### config.mk
export PLATFORM = sky130hd
export DESIGN_NAME = demo
export DESIGN_NICKNAME = d
export VERILOG_FILES = /design/src/rtl/demo.sv
export SDC_FILE = /design/constraint.sdc
export NUM_CORES = 1
export LEC_CHECK = 0
export CELL_PAD_IN_SITES_DETAIL_PLACEMENT = 0
export CELL_PAD_IN_SITES_GLOBAL_PLACEMENT = 1
export CORE_AREA = 2 2 39 41
export DETAILED_ROUTE_END_ITERATION = 8
export DIE_AREA = 0 0 41 43
export GPL_ROUTABILITY_DRIVEN = 0
export GPL_TIMING_DRIVEN = 0
export PLACE_DENSITY_LB_ADDON = 0.3
export SYNTH_ARGS = -nofsm -noshare
export SYNTH_HDL_FRONTEND = slang
export SYNTH_SLANG_ARGS = --single-unit
### constraint.sdc
create_clock -name clk -period 2.3 [get_ports clk]
set_clock_uncertainty 0.1 [all_clocks]
set_input_delay 0.575 -clock clk [delete_from_list [all_inputs] [get_ports clk]]
set_output_delay 0.575 -clock clk [all_outputs]
set_load 0.03 [all_outputs]
### src/rtl/demo.sv
// demo: enable-gated up-counter with step, terminal value and prescaler; count drives out directly.
// Latency: one clock edge from a qualified enable to an updated out (PRESCALE=1); out is a register.
// Backpressure: none; no handshake. enable=0 freezes both count and prescale phase.
// Build option: define DEMO_SATURATE_EN to saturate at MAX_VALUE instead of wrapping to 0.
module demo #(
    parameter int WIDTH     = 8,
    parameter int STEP      = 1,
    parameter int MAX_VALUE = 255,
    parameter int PRESCALE  = 1
) (
    input  logic             clk,
    input  logic             reset,
    input  logic             enable,
    output logic [WIDTH-1:0] out
);

    // Prescale counter needs at least one bit even when PRESCALE is 1.
    localparam int PRE_W = (PRESCALE > 1) ? $clog2(PRESCALE) : 1;

    localparam logic [PRE_W-1:0] PRE_LAST = PRE_W'(PRESCALE - 1);
    localparam logic [PRE_W-1:0] PRE_ONE  = PRE_W'(1);

    // Threshold held one bit wider than the count so cnt+STEP never has to be formed to decide a wrap.
    localparam logic [WIDTH:0]   LIMIT    = (WIDTH + 1)'(MAX_VALUE - STEP);
    localparam logic [WIDTH-1:0] STEP_W   = WIDTH'(STEP);
    localparam logic [WIDTH-1:0] MAX_W    = WIDTH'(MAX_VALUE);

    logic [WIDTH-1:0] cnt_q;
    logic [WIDTH-1:0] cnt_d;
    logic [PRE_W-1:0] pre_q;
    logic [PRE_W-1:0] pre_d;
    logic             evt;

    // Next-state: advance the prescaler on enabled edges and step the count on each prescale rollover.
    always_comb begin
        cnt_d = cnt_q;
        pre_d = pre_q;
        evt   = 1'b0;

        if (enable) begin
            if (pre_q == PRE_LAST) begin
                pre_d = '0;
                evt   = 1'b1;
            end else begin
                pre_d = pre_q + PRE_ONE;
            end
        end

        if (evt) begin
            if ({1'b0, cnt_q} > LIMIT) begin
`ifdef DEMO_SATURATE_EN
                // Once at the top the same branch reloads MAX_VALUE, so it sticks until reset.
                cnt_d = MAX_W;
`else
                cnt_d = '0;
`endif
            end else begin
                cnt_d = cnt_q + STEP_W;
            end
        end
    end

    // State registers with synchronous reset that overrides enable.
    always_ff @(posedge clk) begin
        if (reset) begin
            cnt_q <= '0;
            pre_q <= '0;
        end else begin
            cnt_q <= cnt_d;
            pre_q <= pre_d;
        end
    end

    assign out = cnt_q;

endmodule

; Word level (Yosys, flattened, before mapping)
; Index checks and enable logic that the tools add are counted.
[word_totals]
elab_cells = 9
output_inout_bits = 8
reg_bits = 9
in_bits = 3
[op_classes]
n_lt_le_gt_ge = 1
add_sub_neg = 2
muxes = 4
[op_table]
columns = cell, n
row1 = "adder 8 x 1 -> 8 bit, second input constant", 1
row2 = "greater-than comparator 8 bit, second input constant", 1
row3 = 2-to-1 mux 8 bit, 1
row4 = 2-to-1 mux 1 bit, 3
row5 = "adder 1 bit, second input constant", 1

; Depth between registers and ports, before layout
; Gate-level depths: netlist of run 1.
[logic_depth]
ltp_word = 2
ltp_mapped = 5
depth_no_buf = 5

; Least setup slack after synthesis of run 1
; OpenSTA, ideal clock, no wires.
[synth_timing]
kind = flip-flop to flip-flop
from = reg cnt_q[0] (netlist: out[0])
to = reg cnt_q[0] (netlist: out[0])
setup_slack_ps = 521
setup_time_ps = 132
period_less_slack_ps = 1779
t_arrival_ps = 1547
path_buffers = 0
stages_incl_launch_ff = 6
t_required_ps = 2068
path_cell_list = dfxtp_1 -> inv_1 -> ha_1 -> nand2b_1 -> o31ai_1 -> nor2_1
[synth_between]
elab_chain_len = 2
elab_cells_between_ends = 3
classes_between = add/sub: 1 / order compare: 1 / mux: 1
[synth_rtl]
columns = item, line_no
row1 = "start, declared", 28  ; logic [WIDTH-1:0] cnt_q;
row2 = "start signal, assigned", 69  ; cnt_q <= cnt_d;
row3 = adder 8 x 1 -> 8 bit or greater-than comparator 8 bit (tied branches), "58, 50"
row4 = 2-to-1 mux 8 bit (*), 50  ; if ({1'b0, cnt_q} > LIMIT) begin
; Mark *: on every way between the ends. The rest lies on a longest branch, timed or not.
; A chain may end at the register's enable or synchronous reset.

; Worst setup path in the final report of run 1
[layout_timing]
from = reg cnt_q[3] (netlist: out[3])
to = out out[3]
[layout_rtl]
columns = item, line_no
row1 = "end, declared", 14  ; output logic [WIDTH-1:0] out
; No word-level cell between the ends.

==> results of run 1 <==
tightest hold or removal path, delay by kind of cell (launching register included):
kind,cells,cell delay [ps]
AO/OA/AOI/OAI,2,130
flip-flops,1,330
cell families (layout without fill, tap and decap cells):
group | count (synthesis) | in the layout
DFF | 8 | 8
AOI/OAI and AO/OA | 11 | 11
and+or+nand+nor | 18 | 18
buffers and inverters | 4 | 16
xor gates and xnor gates | 3 | 3
adders and majority gates | 2 | 2
Yosys cell counts, drive strengths merged:
library cell	number
nor2b	1
nand4	2
inv	3
nor2	4
ha	2
a31oi	2
a211oi	1
nand2b	1
a21oi	2
dfxtp	8
buf	1
nand3	3
o21ai	2
nand2	3
o31ai	2
o211ai	2
or4	2
xor2	2
xnor2	1
or3	2
area by class of cell:
cell class / instances / area share (%)
Inverter: 3 / 2.07
Buffer: 1 / 2.07
Multi-Input combinational cell: 34 / 41.9
Timing Repair Buffer: 9 / 16.6
Sequential cell: 8 / 29.5
Clock buffer: 3 / 4.15
Tap cell: 16 / 3.69
power by group through the flow:
stage / sequential (mW) / combinational (mW) / clock, mW
global placement: 0.152 / 0.0387 / 0
CTS: 0.149 / 0.0389 / 0.114
floorplan: 0.159 / 0.0166 / 0
detailed placement: 0.152 / 0.0385 / 0
finish: 0.149 / 0.0387 / 0.115
global route: 0.150 / 0.0428 / 0.127
metal layers:
layer | part of all wire (%) | GRT usage [%] | up-vias
met5 | 0 | 0 | -
met4 | 1.0 | 10.0 | 0
met3 | 6.1 | 3.14 | 2
met2 | 43 | 16.9 | 10
met1 | 50 | 16.3 | 176
li1 | - | - | 196
how the worst max path moves through the flow:
stage	endpoint	startpoint
2_1_floorplan	out[0]	out[0]
3_3_place_gp	out[3]	out[3]
3_5_place_dp	out[3]	out[3]
4_1_cts	out[3]	out[3]
5_1_grt	out[3]	out[3]
6_report	out[3]	out[3]
through the flow:
step | hold WS, ps | instances | area [sq um] | util, % | power, mW
3_5_place_dp | 390 | 71 | 520 | 37.6 | 0.191
5_1_grt | 423 | 74 | 543 | 39.2 | 0.319
4_1_cts | 398 | 74 | 543 | 39.2 | 0.302
6_report | 398 | 74 | 543 | 39.2 | 0.302
2_1_floorplan | 510 | 46 | 410 | - | 0.176
3_3_place_gp | 388 | 71 | 520 | 37.6 | 0.191
==> summary.txt, run 1 <==
Critical path
  • Critical Path RT: roughly 1600 ps
  • Worst-path cell chain: clkdlybuf4s50_1
  • Worst Path Arrival: between 1000 and 1500 ps
  • Reg-to-reg setup timing slack: 480 ps
  • Reg-to-Reg Start: out[0]
  • Crit path max-delay family: buffers and inverters
  • Setup Crit Path Kind: flop to output pin
  • Worst path depth: 1
  • Crit Path Max Fanout: 8
  • Crit-path slowest cell: clkdlybuf4s50_1
  • Crit start category: flop
  • Reg-to-reg endpoint: out[4]
  • CP Buf/Inv Count: 1
  • Worst r2r path cells: 5
  • Crit-path max cell delay: between 700 and 800 ps
  • CP Capture Type: output pin

STA
  • Slew Limit Fails: 0
  • Final setup violation count: 0
  • Hold Vio Cnt, Final: 0
  • Final Cycle Share: between 90% and 100%
  • Tmin final: around 2100 ps
  • PnR worst setup slack: about 170 ps
  • Slew headroom: around 62%
  • Fmax: 471 MHz
  • Post-route setup TNS: 0 ps
  • RSZ-0062 raised after global routing: no
  • Slew @ Worst Pin: ~560 ps

Clocking
  • Clock root cell: clkbuf_4
  • Clock Sink Count: 8
  • Inserted Clock Buffers: 3
  • Hold Buf Count CTS: 0
  • Clock Latency Late Sink: between 200 and 300 ps
  • TritonCTS clock tree: yes
  • Count of cells resized by post-cts repair: 0
  • H-tree Lvls: 1
  • Post CTS Setup Buffer Count: 0
  • Maximum clock path buffer count: 2
  • Clock Pin Slew Worst Setup and Hold Paths: 60 ps

Worst hold path
  • HP Class: flop to flop
  • Hold-critical path depth: 2
  • Hold Path End: out[7]
  • Hold path startpoint: out[7]

Layout
  • Antenna diodes: 0
  • Layout cells sized above 1: between 10% and 20%
  • Commonest non-fill, non-tap cell in the layout: clkdlybuf4s50_1
  • Max FFs per register: 8
  • Fin nets: 65
  • Syn-to-layout area delta: 32.3%
  • Multi-input logic area: roughly 230 sq um
  • Most frequent cells in the layout: clkdlybuf4s50_1 (9), dfxtp_1 (8), nor2_1 (4)
  • Seq. cell area: around 160 sq um
  • Filler cells: 160

Global route
  • Largest net degree at the start of global routing: 9
  • Number of global-route vias before repair: 360
  • Remaining global-route overflow: 0
  • Global Route Usage Sum: about 13%
  • First-pass GRT wire length: between 1000 and 1500 microns
  • Initial antenna violation count: 0

Logic synthesis
  • Adder-Cell Fraction of Synth Area: between 6 and 7%
  • Post-Synth XOR/XNOR Area: under 10%
  • Post-synth cell types: 23
  • Top cells by area, synth: dfxtp_1 (39%), ha_1 (6.1%), xor2_1 (4.3%)
  • Post-Syn Area: between 400 and 500 sq um
  • Syn_area_per_cell: a little under 9 sq um
  • Simple-gate share of the synthesized area: between 20% and 30%
  • Share of the synthesized area in the top cell type: roughly two fifths
  • Largest family of logic cells by synthesized area: simple AND/OR/NAND/NOR gates
  • Mux contribution to synthesized area: 0%
  • Register area share after synthesis: 39.0%
  • Ys Warns: 0
  • Dominant cell type by area after synthesis: dfxtp_1
  • Synthesized flop and latch total: 8
  • Cells after synthesis: between 40 and 50
  • Synth Area in Compound Gates: between 10% and 20%
  • Synthesized Nets: 51

Pwr
  • Clock power share: 37.9%
  • Worst vdd ir: between 200 and 300 uV
  • Sw power: just over 0.08 mW
  • P per Cell Area: roughly 560 mW/mm^2
  • Leak pwr: ~0.19 nW
  • Switching share of power: around 27%
  • Sequential Power Share: around half
  • Internal power: about 0.22 mW
  • Comb pwr share: 12.8%

Place
  • Detailed Place HPWL: 622 microns
  • Count of input and output buffers: 9
  • Post-placement setup slack: approximately 450 ps

Route
  • Drt initial violations: 11
  • Antenna Violating Nets Remaining: 0
  • Residual DRC: 0
  • Wire per inst: around 12 microns
  • Via count: 384
  • Drt first pass iters: 4
  • Post-Route WL: roughly 900 microns
  • Via-to-Cell Ratio: slightly above 5

Flow run
  • Max-cap viol count: 0

Floorplan
  • IO Count: 11
  • Die ar.: approximately 0.0018 sq mm
  • # rows: 14
  • DIE WIDTH: approximately 40 microns
  • Starting density of the core: between 20% and 30%
  • Die height: ~43 microns
  • Core area: 0.00138 sq mm

Status
  • Status: complete, no violations
Power figures use the tool's default switching activity.
==> inputs of run 2 (changes only) <==
--- a/config.mk
+++ b/config.mk
@@ -16,3 +16,4 @@
 export SYNTH_ARGS = -nofsm -noshare
 export SYNTH_HDL_FRONTEND = slang
 export SYNTH_SLANG_ARGS = --single-unit
+export TNS_END_PERCENT = 10
==> constraint.sdc (replaced) <==
create_clock -name clk -period 2.3 [get_ports clk]
set_clock_uncertainty 0.1 [all_clocks]
set_input_delay 0.575 -clock clk [delete_from_list [all_inputs] [get_ports clk]]
set_output_delay 0.575 -clock clk [all_outputs]
set_load 0.1 [all_outputs]
==> summary.txt, run 2 (synthesis gave the netlist of run 1 again) <==
Status
  • Status: complete, no violations

Floorplan
  • # rows: 14 (unchanged)
  • Starting density of the core: 29.7% (unchanged)
  • Die height: 43 microns (unchanged)
  • DIE WIDTH: 41 microns (unchanged)
  • Die ar.: 0.00176 sq mm (unchanged)
  • IO Count: 11 (unchanged)
  • Core area: 0.00138 sq mm (unchanged)

Place
  • Count of input and output buffers: 9 (unchanged)
  • Placed cells: 71 (unchanged)
  • Post-placement setup slack: -14.4 ps (-467 ps)

Clocking
  • Inserted Clock Buffers: 3 (unchanged)
  • Clock Sink Count: 8 (unchanged)
  • Clock Pin Slew Worst Setup and Hold Paths: 60 ps (about the same)
  • Maximum clock path buffer count: 2 (unchanged)
  • TritonCTS clock tree: yes
  • Post CTS Setup Buffer Count: 0 (unchanged)
  • H-tree Lvls: 1 (unchanged)
  • Clock root cell: clkbuf_4
  • Clock Latency Late Sink: 260 ps (about the same)

Worst hold path
  • HP Class: input port to flop
  • Hold-critical path depth: 2 (unchanged)
  • Hold Path End: out[1]
  • Hold path startpoint: enable

Route
  • Via-to-Cell Ratio: 5.22 (+0.52%)
  • Drt initial violations: 6 (-5)
  • Residual DRC: 0 (unchanged)
  • Wire per inst: 13.0 microns (+6.8%)
  • Post-Route WL: 961 microns (+6.8%)
  • Via count: 386 (+0.52%)
  • Antenna Violating Nets Remaining: 0 (unchanged)
  • Drt first pass iters: 5 (+1)

Critical path
  • Crit Path Max Fanout: 5 (-3)
  • Crit-path max cell delay: 890 ps (+170 ps)
  • Worst Path Arrival: 1590 ps (+140 ps)
  • Crit-path slowest cell: dlygate4sd2_1
  • Crit path max-delay family: buffers and inverters
  • Setup Crit Path Kind: flop to output pin
  • Reg-to-Reg Start: out[0]
  • Crit start category: flop
  • Critical Path RT: 1620 ps (about the same)
  • Reg-to-reg setup timing slack: 570 ps (+90 ps)
  • Reg-to-reg endpoint: out[4]
  • Worst-path cell chain: dlygate4sd2_1
  • CP Capture Type: output pin
  • CP Buf/Inv Count: 1 (unchanged)
  • Worst r2r path cells: 5 (unchanged)

STA
  • Fmax: 442 MHz (-6.0%)
  • Tmin final: 2260 ps (+136 ps)
  • Hold Vio Cnt, Final: 0 (unchanged)
  • RSZ-0062 raised after global routing: no
  • Min Hold Slack: 427 ps (+29.1 ps)
  • Slew @ Worst Pin: 957 ps (+394 ps)
  • Slew Limit Fails: 0 (unchanged)
  • Final setup violation count: 0 (unchanged)
  • Slew headroom: 36.4% (-26 points)
  • PnR worst setup slack: 38.4 ps (-136 ps)
  • Final Cycle Share: 98.3% (+5.9 points)

Global route
  • Remaining global-route overflow: 0 (unchanged)
  • GRT busiest layer: met2
  • Global Route Usage Sum: 13.8% (+1.2 points)
  • GR Util met1: 17.6% (+1.2 points)
  • Initial antenna violation count: 0 (unchanged)
  • Number of global-route vias before repair: 357 (-0.83%)
  • Met2 usage: 19.4% (+2.5 points)
  • Met3 GRT Util: 3.14% (unchanged)
  • Largest net degree at the start of global routing: 9 (unchanged)
  • First-pass GRT wire length: 1600 microns (+10%)

Layout
  • Most frequent cells in the layout: dfxtp_1 (7), dlygate4sd2_1 (7), nor2_1 (4)
  • Syn-to-layout area delta: 29.3%
  • Seq. cell area: 161 sq um (+0.78%)
  • Antenna diodes: 0 (unchanged)
  • Multi-input logic area: 228 sq um (unchanged)
  • Layout cells sized above 1: 15.5% (+3.4 points)
  • Max FFs per register: 8 (unchanged)
  • Finished Core Util: 38.3% (-0.90 points)
  • Fin nets: 65 (unchanged)
  • Filler cells: 167 (+4.4%)
  • Layout Cells excl Fill: 74 (unchanged)

Pwr
  • Leak pwr: 0.217 nW (+17%)
  • Sw power: 0.108 mW (+31%)
  • Tot Pwr: 0.326 mW (+7.8%)
  • Comb pwr share: 17.8% (+5.0 points)
  • Switching share of power: 33.2% (+5.9 points)
  • Sequential Power Share: 45.7% (-3.6 points)
  • Worst vdd ir: 287 uV (+5.5%)
  • P per Cell Area: 615 mW/mm^2 (+10%)
  • Clock power share: 36.5% (-1.4 points)
  • Internal power: 0.218 mW (-1.0%)

Flow run
  • Max-cap viol count: 0 (unchanged)
[run 2: cell types whose count changed in the layout (fill, tap and decap cells not counted)]
| cell | change |
|---|---|
| dfxtp_2 | +1 |
| clkdlybuf4s50_1 | -8 |
| clkbuf_2 | +1 |
| dlygate4sd2_1 | +7 |
| dfxtp_1 | -1 |
[run 2: worst max path at each step]
| stage | startpoint | endpoint | slack [ps] | cells past startpoint |
|---|---|---|---|---|
| 3_5_place_dp | out[3] | out[3] | -10 | 1 |
| 4_1_cts | out[3] | out[3] | 20 | 1 |
| 3_3_place_gp | out[3] | out[3] | -10 | 1 |
| 2_1_floorplan | out[1] | out[6] | 260 | 4 |
| 6_report | out[4] | out[4] | 40 | 1 |
| 5_1_grt | out[4] | out[4] | 2 | 1 |
[run 2: timing repair]
action / 4_1_cts / 5_1_grt
hold buffers: 0 / 0
resized for setup: 9 / 1
endpoints found under the setup margin: 8 / 1
hold endpoints to repair: 0 / 0
[run 2: area by class of cell]
| class | instances | share of cell area, % |
|---|---|---|
| multi-input cells | 34 | 42.9 |
| clock buffers | 3 | 4.25 |
| plain buffers | 1 | 2.12 |
| well taps | 16 | 3.77 |
| flip-flops and latches | 8 | 30.4 |
| inverters | 3 | 2.12 |
| repair buffers | 9 | 14.4 |
[run 2: routing by layer]
metal | part of all wire (%) | wire, microns
met2 | 44 | 426
met5 | 0 | 0
met3 | 5.3 | 51
met1 | 47 | 456
met4 | 2.8 | 27
[run 2: stage by stage]
step	area [sq um]	setup TNS [ps]
finish	531	0
floorplan	412	0
CTS	536	0
detailed placement	522	-14.4
global placement	522	-13.7
global route	531	0
[run 2: power groups by stage]
| stage | clock, mW | combinational [mW] | sequential, mW |
|---|---|---|---|
| after floorplan | 0 | 0.0166 | 0.181 |
| after global placement | 0 | 0.0604 | 0.153 |
| after detailed placement | 0 | 0.0606 | 0.153 |
| after CTS | 0.118 | 0.0584 | 0.149 |
| after global routing | 0.125 | 0.0618 | 0.150 |
| final | 0.119 | 0.0580 | 0.149 |
==> inputs of run 3 (changes only) <==
--- a/config.mk
+++ b/config.mk
@@ -5,6 +5,7 @@
 export SDC_FILE = /design/constraint.sdc
 export NUM_CORES = 1
 export LEC_CHECK = 0
+export ABC_CLOCK_PERIOD_IN_PS = 2300
 export CELL_PAD_IN_SITES_DETAIL_PLACEMENT = 0
 export CELL_PAD_IN_SITES_GLOBAL_PLACEMENT = 1
 export CORE_AREA = 2 2 39 41
==> constraint.sdc (replaced) <==
create_clock -name clk -period 2.3 [get_ports clk]
set_clock_uncertainty 0.1 [all_clocks]
set_input_delay 0.345 -clock clk [delete_from_list [all_inputs] [get_ports clk]]
set_output_delay 0.345 -clock clk [all_outputs]
set_load 0.1 [all_outputs]
==> summary.txt, run 3 (synthesis gave the netlist of run 1 again) <==
Status
  • Status: complete, no violations

STA
  • Final Cycle Share: 98.3% (about the same)
  • RSZ-0062 raised after global routing: no
  • Slew headroom: 35.3% (-1.1 points)
  • PnR worst setup slack: 38.7 ps (+0.267 ps)
  • Post-route setup TNS: 0 ps (unchanged)
  • Tmin final: 2260 ps (-0.267 ps)
  • Final setup violation count: 0 (unchanged)
  • Fmax: 442 MHz (about the same)
  • Slew Limit Fails: 0 (unchanged)
  • Hold Vio Cnt, Final: 0 (unchanged)
  • Slew @ Worst Pin: 968 ps (+10.3 ps)

Critical path
  • CP Buf/Inv Count: 1 (unchanged)
  • Crit Path Max Fanout: 5 (unchanged)
  • Setup Crit Path Kind: flop to output pin
  • Worst-path cell chain: clkdlybuf4s50_1
  • Crit start category: flop
  • Crit-path max cell delay: 1160 ps (+270 ps)
  • Worst r2r path cells: 5 (unchanged)
  • Crit path max-delay family: buffers and inverters
  • Worst Path Arrival: 1820 ps (+230 ps)
  • Reg-to-reg endpoint: out[4]
  • Crit-path slowest cell: clkdlybuf4s50_1
  • Critical Path RT: 1860 ps (+240 ps)
  • Reg-to-reg setup timing slack: 570 ps (about the same)
  • CP Capture Type: output pin
  • Reg-to-Reg Start: out[0]

Worst hold path
  • Hold Path End: out[1]
  • Hold-critical path depth: 2 (unchanged)
  • Hold path startpoint: enable
  • HP Class: input port to flop

Clocking
  • Hold Buf Count CTS: 0 (unchanged)
  • Inserted Clock Buffers: 3 (unchanged)
  • Post CTS Setup Buffer Count: 0 (unchanged)
  • Clock Sink Count: 8 (unchanged)
  • Clock root cell: clkbuf_4
  • Clock Latency Late Sink: 260 ps (about the same)
  • H-tree Lvls: 1 (unchanged)
  • Clock Pin Slew Worst Setup and Hold Paths: 60 ps (about the same)
  • Maximum clock path buffer count: 2 (unchanged)
  • TritonCTS clock tree: yes

Layout
  • Post-route cell area: 546 sq um (+2.8%)
  • Most frequent cells in the layout: dfxtp_1 (7), nor2_1 (4), clkdlybuf4s50_1 (4)
  • Syn-to-layout area delta: 32.9%
  • Antenna diodes: 0 (unchanged)
  • Commonest non-fill, non-tap cell in the layout: dfxtp_1
  • Fin nets: 65 (unchanged)
  • Layout Cells excl Fill: 74 (unchanged)
  • Layout cells sized above 1: 13.8% (-1.7 points)
  • Max FFs per register: 8 (unchanged)

Route
  • Residual DRC: 0 (unchanged)
  • Via count: 387 (+0.26%)
  • Via-to-Cell Ratio: 5.23 (+0.26%)
  • Drt initial violations: 6 (unchanged)
  • Post-Route WL: 961 microns (unchanged)
  • Drt first pass iters: 5 (unchanged)
  • Antenna Violating Nets Remaining: 0 (unchanged)
  • Wire per inst: 13.0 microns (unchanged)

Place
  • Placed cells: 71 (unchanged)
  • Count of input and output buffers: 9 (unchanged)
  • Post-placement setup slack: 216 ps (+230 ps)
  • Post-DP Area: 522 sq um (unchanged)

Global route
  • Remaining global-route overflow: 0 (unchanged)
  • Initial antenna violation count: 0 (unchanged)
  • Number of global-route vias before repair: 357 (unchanged)
  • Global Route Usage Sum: 13.8% (unchanged)
  • Largest net degree at the start of global routing: 9 (unchanged)
  • First-pass GRT wire length: 1600 microns (unchanged)

Floorplan
  • Die ar.: 0.00176 sq mm (unchanged)
  • DIE WIDTH: 41 microns (unchanged)
  • Die height: 43 microns (unchanged)
  • # rows: 14 (unchanged)
  • Starting density of the core: 29.7% (unchanged)
  • Core area: 0.00138 sq mm (unchanged)
  • IO Count: 11 (unchanged)

Pwr
  • Tot Pwr: 0.328 mW (+0.72%)
  • Leak pwr: 0.233 nW (+7.4%)
  • P per Cell Area: 602 mW/mm^2 (-2.0%)
  • Worst vdd ir: 291 uV (+1.3%)

Flow run
  • Max-cap viol count: 0 (unchanged)
run 3: cell count changes in the layout (fill, tap and decap cells not counted):
cell             change
dlymetal6s2s_1       +2
clkdlybuf4s50_1      +3
clkbuf_2             -1
dlygate4sd2_1        -4
run 3: what timing repair did:
action	4_1_cts	5_1_grt
setup endpoints to repair	3	2
gates resized for setup	3	2
pin swaps	0	0
run 3: through the flow:
stage	hold WS (ps)	util (%)
final	197	39.4
after global routing	215	39.4
after CTS	201	39.1
after detailed placement	394	37.7
after global placement	390	37.7
after floorplan	314	-
run 3: power breakdown:
| group | switching [mW] | internal (mW) | leakage (nW) |
|---|---|---|---|
| Sequential | 0.00607 | 0.143 | 0.0652 |
| Combinational | 0.0437 | 0.0166 | 0.154 |
| Clock | 0.0584 | 0.0605 | 0.0138 |
run 3: final cells by class:
type                       count  area (sq um)
buffer                         1          11.3
fill                         161           838
tap                           16          20.0
clock buffer                   3          22.5
inverter                       3          11.3
sequential                     8           161
timing repair buffer           9          91.3
multi-input combinational     34           228
run 3: worst max-delay path by stage:
stage,startpoint,cells past startpoint,slack [ps],endpoint
CTS,out[1],1,0.2,out[1]
global placement,out[3],1,220,out[3]
detailed placement,out[3],1,220,out[3]
floorplan,out[1],4,260,out[6]
global route,out[6],1,4,out[6]
finish,out[6],1,40,out[6]
run 3: metal layers:
layer	part of all wire, %	track usage [%]	wire length [microns]	up-vias
met5	0	0	0	-
met2	44	19.4	426	12
met4	2.8	10.0	27	0
li1	-	-	-	192
met1	47	17.6	456	179
met3	5.2	3.14	50	4
